==> src/rtl/pll_reset_seq.sv <==
// -----------------------------------------------------------------------------
// pll_reset_seq
//
// Reset sequencer between the ice40 PLL and the downstream PipelineC top.
// Brings the asynchronous PLL `locked` flag into the PLL clock domain and
// waits for it to stay high for LOCK_STABLE_CYCLES. It then holds reset for
// RESET_HOLD_CYCLES more cycles before releasing a registered, glitch-free
// reset. Reset is re-asserted on loss of lock or on a software request.
//
// Optional feature macro: PLL_RESET_SEQ_LOSS_COUNT_EN
//   defined   -> 8-bit saturating lock-loss counter is built
//   undefined -> lock_loss_count is tied to 8'h00 and no counter flops exist
//
// Ports:
//   clk             in   PLL output clock
//   rst             in   asynchronous active-high reset of this block
//   locked          in   PLL lock flag, asynchronous to clk
//   sw_rst_req      in   single-cycle request to re-issue downstream reset
//   rst_out         out  active-high downstream reset (registered)
//   ready           out  high while in RUN with rst_out low (registered)
//   state           out  current state: 0 WAIT_LOCK, 1 STABLE, 2 HOLD, 3 RUN
//   lock_loss_count out  saturating count of lock losses seen in RUN
// -----------------------------------------------------------------------------
module pll_reset_seq #(
    parameter int LOCK_STABLE_CYCLES = 1024,
    parameter int RESET_HOLD_CYCLES  = 16
) (
    input  logic       clk,
    input  logic       rst,
    input  logic       locked,
    input  logic       sw_rst_req,
    output logic       rst_out,
    output logic       ready,
    output logic [1:0] state,
    output logic [7:0] lock_loss_count
);

    localparam int MAX_CYCLES = (LOCK_STABLE_CYCLES > RESET_HOLD_CYCLES) ?
                                LOCK_STABLE_CYCLES : RESET_HOLD_CYCLES;
    localparam int CNT_W = $clog2(MAX_CYCLES + 1);

    localparam logic [CNT_W-1:0] STABLE_LOAD = CNT_W'(LOCK_STABLE_CYCLES - 1);
    localparam logic [CNT_W-1:0] HOLD_LOAD   = CNT_W'(RESET_HOLD_CYCLES - 1);
    localparam logic [CNT_W-1:0] CNT_ONE     = CNT_W'(1);

    typedef enum logic [1:0] {
        WAIT_LOCK = 2'd0,
        STABLE    = 2'd1,
        HOLD      = 2'd2,
        RUN       = 2'd3
    } state_t;

    state_t           state_q;
    state_t           state_d;
    logic [CNT_W-1:0] cnt_q;
    logic [CNT_W-1:0] cnt_d;

    logic sync_p0;
    logic sync_p1;
    logic locked_s;

    // Synchronizer stage: locked -> sync_p0 -> sync_p1
    always_ff @(posedge clk or posedge rst) begin
        if (rst) begin
            sync_p0 <= 1'b0;
            sync_p1 <= 1'b0;
        end else begin
            sync_p0 <= locked;
            sync_p1 <= sync_p0;
        end
    end

    assign locked_s = sync_p1;

    // Lock loss is tested first in every state so it always wins over
    // sw_rst_req; sw_rst_req is only looked at in RUN.
    always_comb begin
        state_d = state_q;
        cnt_d   = cnt_q;
        case (state_q)
            WAIT_LOCK: begin
                if (locked_s) begin
                    state_d = STABLE;
                    cnt_d   = STABLE_LOAD;
                end
            end
            STABLE: begin
                if (!locked_s) begin
                    state_d = WAIT_LOCK;
                end else if (cnt_q == '0) begin
                    state_d = HOLD;
                    cnt_d   = HOLD_LOAD;
                end else begin
                    cnt_d = cnt_q - CNT_ONE;
                end
            end
            HOLD: begin
                if (!locked_s) begin
                    state_d = WAIT_LOCK;
                end else if (cnt_q == '0) begin
                    state_d = RUN;
                end else begin
                    cnt_d = cnt_q - CNT_ONE;
                end
            end
            RUN: begin
                if (!locked_s) begin
                    state_d = WAIT_LOCK;
                end else if (sw_rst_req) begin
                    state_d = HOLD;
                    cnt_d   = HOLD_LOAD;
                end
            end
            default: state_d = WAIT_LOCK;
        endcase
    end

    // State register stage: outputs are decoded from the next state so they
    // switch on the same edge as `state`.
    always_ff @(posedge clk or posedge rst) begin
        if (rst) begin
            state_q <= WAIT_LOCK;
            cnt_q   <= '0;
            rst_out <= 1'b1;
            ready   <= 1'b0;
        end else begin
            state_q <= state_d;
            cnt_q   <= cnt_d;
            rst_out <= (state_d != RUN);
            ready   <= (state_d == RUN);
        end
    end

    assign state = state_q;

`ifdef PLL_RESET_SEQ_LOSS_COUNT_EN
    logic [7:0] loss_cnt_q;

    // Lock-loss counter stage: counts RUN -> WAIT_LOCK transitions, sticks at 255
    always_ff @(posedge clk or posedge rst) begin
        if (rst) begin
            loss_cnt_q <= 8'h00;
        end else if ((state_q == RUN) && !locked_s && (loss_cnt_q != 8'hFF)) begin
            loss_cnt_q <= loss_cnt_q + 8'd1;
        end
    end

    assign lock_loss_count = loss_cnt_q;
`else
    assign lock_loss_count = 8'h00;
`endif

endmodule

==> config.mk <==
export PLATFORM = sky130hd
export DESIGN_NAME = pll_reset_seq
export DESIGN_NICKNAME = d
export VERILOG_FILES = /design/src/rtl/pll_reset_seq.sv
export SDC_FILE = /design/constraint.sdc
export NUM_CORES = 1
export LEC_CHECK = 0
export CORE_AREA = 2 2 69 71
export CTS_CLUSTER_SIZE = 10
export DETAILED_ROUTE_END_ITERATION = 6
export DIE_AREA = 0 0 71 73
export PLACE_DENSITY = 0.45
export SETUP_SLACK_MARGIN = 0.3
export SYNTH_ARGS = -nofsm -noshare
export SYNTH_HDL_FRONTEND = slang
export SYNTH_SLANG_ARGS = --single-unit
==> constraint.sdc <==
create_clock -name clk -period 2.3 [get_ports clk]
set_input_delay 0.69 -clock clk [delete_from_list [all_inputs] [get_ports clk]]
set_output_delay 0.69 -clock clk [all_outputs]
set_load 0.01 [all_outputs]
==> results.json <==
{
  "area_growth_pct": 29.6,
  "ys.warnings.count": 0,
  "initialDrtViolationCount": 68,
  "cts_max_path_buffers": 2,
  "cp_slowest_cell": "clkdlybuf4s50_1",
  "switchingPower_mw": 0.220,
  "tightest_slew_ns": 0.618,
  "drv_cap": 0,
  "drive_gt1_share_pct": 31.6,
  "root_buffer": "clkbuf_8",
  "viasPerCell": 4.88,
  "finalHoldViolations": 0,
  "fin_tns_setup_ns": 0,
  "status": "complete, no violations",
  "path_clk_slew_ns": 0.07,
  "cp_top_family": "buffers and inverters",
  "power_density_nw_per_um2": 551,
  "syn_area_sq_um": 1060,
  "cts_tree": "built",
  "diodes": 0,
  "swShare_pct": 29.1,
  "rsz0062_at_grt": "true",
  "grt_pass1_vias": 855,
  "num-fill-cells": 455,
  "synth_edf_count": 0,
  "worstHoldStart": "sync_p0",
  "finalWeightedCongestion": 0.761,
  "r2r-start": "cnt_q[6]",
  "floorplan.die_area_sq_um": 5180,
  "internal-power_mw": 0.536,
  "grt_use_met1_pct": 13.2,
  "finalSetupViolCount": 0,
  "period_share_pct": 90.5,
  "end_kind": "output port",
  "max_stage_delay_ns": 0.61,
  "die_h_um": 73,
  "ys_types": 43,
  "synthArstFlopShare_pct": 100,
  "hold_class": "reg -> reg",
  "grt_overflow": 0,
  "use_met3_pct": 3.45,
  "p_leak_nw": 0.528,
  "yosys_register_bits": 17,
  "clk_latency_ns": 0.25,
  "cp.required_ns": 1.61,
  "die_x_um": 71,
  "cp_cell_sequence": "clkdlybuf4s50_1",
  "post_drt_wl_per_cell_um": 13.0,
  "drc": 0,
  "core_area_sq_um": 4540,
  "rows": 25,
  "fmax_mhz": 480,
  "dp_hpwl_um": 1670,
  "final_nets": 143,
  "gr-usage-met2_pct": 16.4,
  "path_buf_inv": 1,
  "slew_viol_final": 0,
  "irDropWorstVdd_v": 0.000250,
  "fin_crit_ns": 2.08,
  "skew_ns": 0.00462,
  "crit_path_start_kind": "register",
  "initial_core_util_pct": 23.3,
  "cts_max_level": 1,
  "maxSlewHeadroom_pct": 58.5,
  "synth_flop_cell": "dfrtp_1",
  "grt_max_degree": 18,
  "grt_pass1_wl_um": 4210,
  "pwr-share-seq_pct": 48.9,
  "firstDrtPassIters": 4,
  "power_frac_comb_pct": 22.0,
  "worstPathArrival_ns": 1.39,
  "cts_hold_buf": 0,
  "grt_usage_pct": 10.1,
  "gr-max-usage-layer": "met2",
  "antenna_found_initial": 0,
  "crit_start": "state[0]",
  "pwr-share-clk_pct": 29.1,
  "clkSinkCount": 17,
  "numCtsBuffers": 3,
  "routed_wl_um": 2470,
  "io_buffers": 7,
  "ios": 16,
  "fin_util_pct": 30.2,
  "worstPathMaxFanout": 11,
  "ant_nets": 0,
  "synthCells": 112,
  "synth.avg_cell_area_sq_um": 9.45,
  "ys_seq_area_share_pct": 40.3,
  "worstSetupPathType": "reg -> out",
  "num_vias": 928
}
-- metrics by stage --
stage | instances | total power [mW] | cell area (sq um) | hold slack [ns] | worst slack [ns]
after floorplan | 119 | 0.447 | 1090 | 0.331 | 0.224
after global placement | 173 | 0.472 | 1190 | 0.333 | 0.0881
after detailed placement | 173 | 0.475 | 1190 | 0.336 | 0.0615
after CTS | 184 | 0.754 | 1320 | 0.351 | 0.214
after global routing | 190 | 0.804 | 1370 | 0.370 | 0.143
final | 190 | 0.756 | 1370 | 0.348 | 0.218
-- cell families (layout without fill, tap and decap cells) --
| family | Yosys count | after routing | share of synthesized area, % |
|---|---|---|---|
| compound gates | 38 | 38 | 29.2 |
| buf+inv | 26 | 43 | 13.0 |
| flops | 17 | 17 | 40.3 |
| mux | 1 | 1 | 0.946 |
| simple gates | 27 | 27 | 13.8 |
| other cells | 1 | 8 | 0.354 |
| fa+ha+maj | 2 | 2 | 2.36 |
-- layout make-up --
| cell class | instances | area (sq um) | share of cell area (%) |
|---|---|---|---|
| clock buffer | 4 | 45.0 | 3.28 |
| inverter | 11 | 41.3 | 3.01 |
| multi-input combinational | 76 | 552 | 40.2 |
| sequential | 17 | 428 | 31.2 |
| tap | 54 | 67.6 | 4.93 |
| timing repair buffer | 28 | 238 | 17.3 |
-- power by group through the flow --
stage | combinational, mW | clock, mW | sequential [mW]
4_1_cts | 0.163 | 0.225 | 0.366
6_report | 0.166 | 0.220 | 0.370
2_1_floorplan | 0.0902 | 0 | 0.356
3_3_place_gp | 0.104 | 0 | 0.369
5_1_grt | 0.184 | 0.248 | 0.372
3_5_place_dp | 0.106 | 0 | 0.368
-- cells in the mapped netlist, drive strengths merged (2+ instances only) --
library cell | count | area [sq um]
a211oi | 2 | 15.0
a21oi | 4 | 20.0
a31oi | 4 | 25.0
a41oi | 2 | 17.5
buf | 11 | 81.3
clkbuf | 4 | 15.0
dfrtp | 16 | 400
ha | 2 | 25.0
inv | 11 | 41.3
nand2 | 2 | 7.51
nand3 | 2 | 10.0
nor2 | 8 | 30.0
nor3 | 4 | 20.0
o21ai | 3 | 18.8
o221a | 2 | 22.5
o22a | 5 | 43.8
o31ai | 5 | 37.5
o41ai | 2 | 25.0
or2 | 2 | 12.5
or4 | 2 | 15.0
-- repair_timing --
item | CTS | global route
gates resized for setup | 11 | 4
pin swaps | 3 | 6
endpoints found under the setup margin | 14 | 15
buffers inserted | 7 | 6
-- metal layers --
layer  vias up  share of wire, %  wire length [um]
met5         -                 0                 0
met4         0               1.0                25
met3         4               5.6               138
met2        29                48              1190
met1       448                45              1120
li1        447                 -                 -
-- cell usage in the layout (no fill, tap or decap), types with 2 or more instances in the layout --
cell,count
a211oi_1,2
a21oi_1,4
a31oi_1,4
a41oi_1,2
buf_4,19
buf_6,2
clkbuf_8,3
clkdlybuf4s50_1,6
conb_1,8
dfrtp_1,15
ha_1,2
inv_1,9
inv_2,2
nand2_1,2
nand3_1,2
nor2_1,8
nor3_1,4
o21ai_2,2
o221a_2,2
o22a_1,5
o31ai_1,3
o31ai_2,2
or2_2,2
-- sequential cells by signal (all words and copies together), names as in the netlist --
signal / count
rst_out: 1
ready: 1
cnt_q: 11
sync_p0: 1
state: 2
locked_s: 1
-- final timing paths --
path                       endpoint  slack, ns  cells after the start
min reg2reg                locked_s       0.35                      0
max in group asynchronous   rst_out       1.30                      3
min in group asynchronous  cnt_q[7]       0.75                      3
max reg2reg                cnt_q[1]       0.22                      5
min                        locked_s       0.35                      0
max                        state[0]       0.22                      1
Power figures use the tool's default switching activity.
==> patch: new RTL, same flow settings <==
Build with the macro `PLL_RESET_SEQ_LOSS_COUNT_EN` defined.
--- a/src/rtl/pll_reset_seq.sv
+++ b/src/rtl/pll_reset_seq.sv
@@ -22,4 +22,6 @@
 //   lock_loss_count out  saturating count of lock losses seen in RUN
 // -----------------------------------------------------------------------------
+`define PLL_RESET_SEQ_LOSS_COUNT_EN
+
 module pll_reset_seq #(
     parameter int LOCK_STABLE_CYCLES = 1024,
Function: same outputs for any inputs over 10 cycles, from zero or initial values and one cycle with rst high; that may be too few to reach the edited logic, so the function may still have changed.
==> patch against the unedited design <==
- via count rose by 24%
- area after synthesis up 34%
- worst hold slack improved by 0.014 ns
- sequential cell count increased by 8
- critical path depth is the same
- design area increased by 25%
- largest cell class unchanged
- setup slack improved by 0.14 ns
- clock skew about the same
- maximum frequency is 7.1% higher
- total power grew 27%
- global-route usage up 3.5 points
- routed wire length up 33%
- non-clock buffer count shrank 8
==> patch: results (changes against the unedited design) <==
clk_skew - 0.00461 ns (-0.0000153 ns)
pre-CTS WS - 0.256 ns (+0.195 ns)
clock transition at the registers of the reported paths - 0.09 ns (+0.02 ns)
crit path from - state[1]$_DFF_PP0_
status - complete, no violations
Area after DPL - 1620 um^2 (+37%)
met2 wire length - 1.53 mm (+29%)
R2R Setup Slk - 0.42 ns (+0.20 ns)
met3 WL post-DR - 162 um (+17%)
total routed wirelength - 3.28 mm (+33%)
Clk network pwr share - 0.272 (-0.019)
Worst Setup Slack, final - 0.355 ns (+0.137 ns)
layout cells sized above 1 - 0.184 (-0.133)
Least-Margin Pin Slew - 0.648 ns (+0.0306 ns)
vias per cell - 5.42 (+11%)
FF-to-FF End - cnt_q[9]$_DFFE_PP0P_
Reg2Reg Depth - 4 (-1)
Total Power - 959 uW (+27%)
hold_ws - 0.361 ns (+0.0135 ns)
GRT Total Usage - 0.137 (+0.0354)
Final nets - 166 (+16%)
ranking of synthesized cells by area - dfrtp_1 (42%), o221ai_1 (4.9%), xor2_1 (3.7%)
Post-Syn Instances - 142 (+27%)
largest net degree at the start of global routing - 26 (+8)
drt initial violations - 73 (+7.4%)
clk_lat worst skew - 0.27 ns (+0.02 ns)
post-synthesis cell type count - 47 (+9.3%)
[patch: cell type report]
class	count	area, um^2
inverters	13	48.8
clock buffers	3	41.3
repair buffers	20	186
clock inverters	1	5.00
fillers	449	2820
well taps	54	67.6
multi-input cells	96	737
flip-flops and latches	25	631
[patch: metal layers]
metal / global-route usage / up-vias
li1: - / 559
met3: 0.0207 / 9
met5: 0 / -
met1: 0.185 / 552
met4: 0.0545 / 0
met2: 0.219 / 29
[patch: cells by family after synthesis]
group	count (synthesis)	share of synthesized area
buffers and inverters	21	0.0625
and+or+nand+nor	44	0.186
xor gates and xnor gates	7	0.0431
AOI/OAI and AO/OA	41	0.233
adders and majority gates	3	0.0264
DFF	25	0.441
muxes	1	0.00792
[patch: what timing repair did]
action | 4_1_cts | 5_1_grt
resized for setup | 4 | 6
setup buffers | 0 | 2
pin swaps | 0 | 2
gates cloned | 0 | 0
setup endpoints to repair | 6 | 14
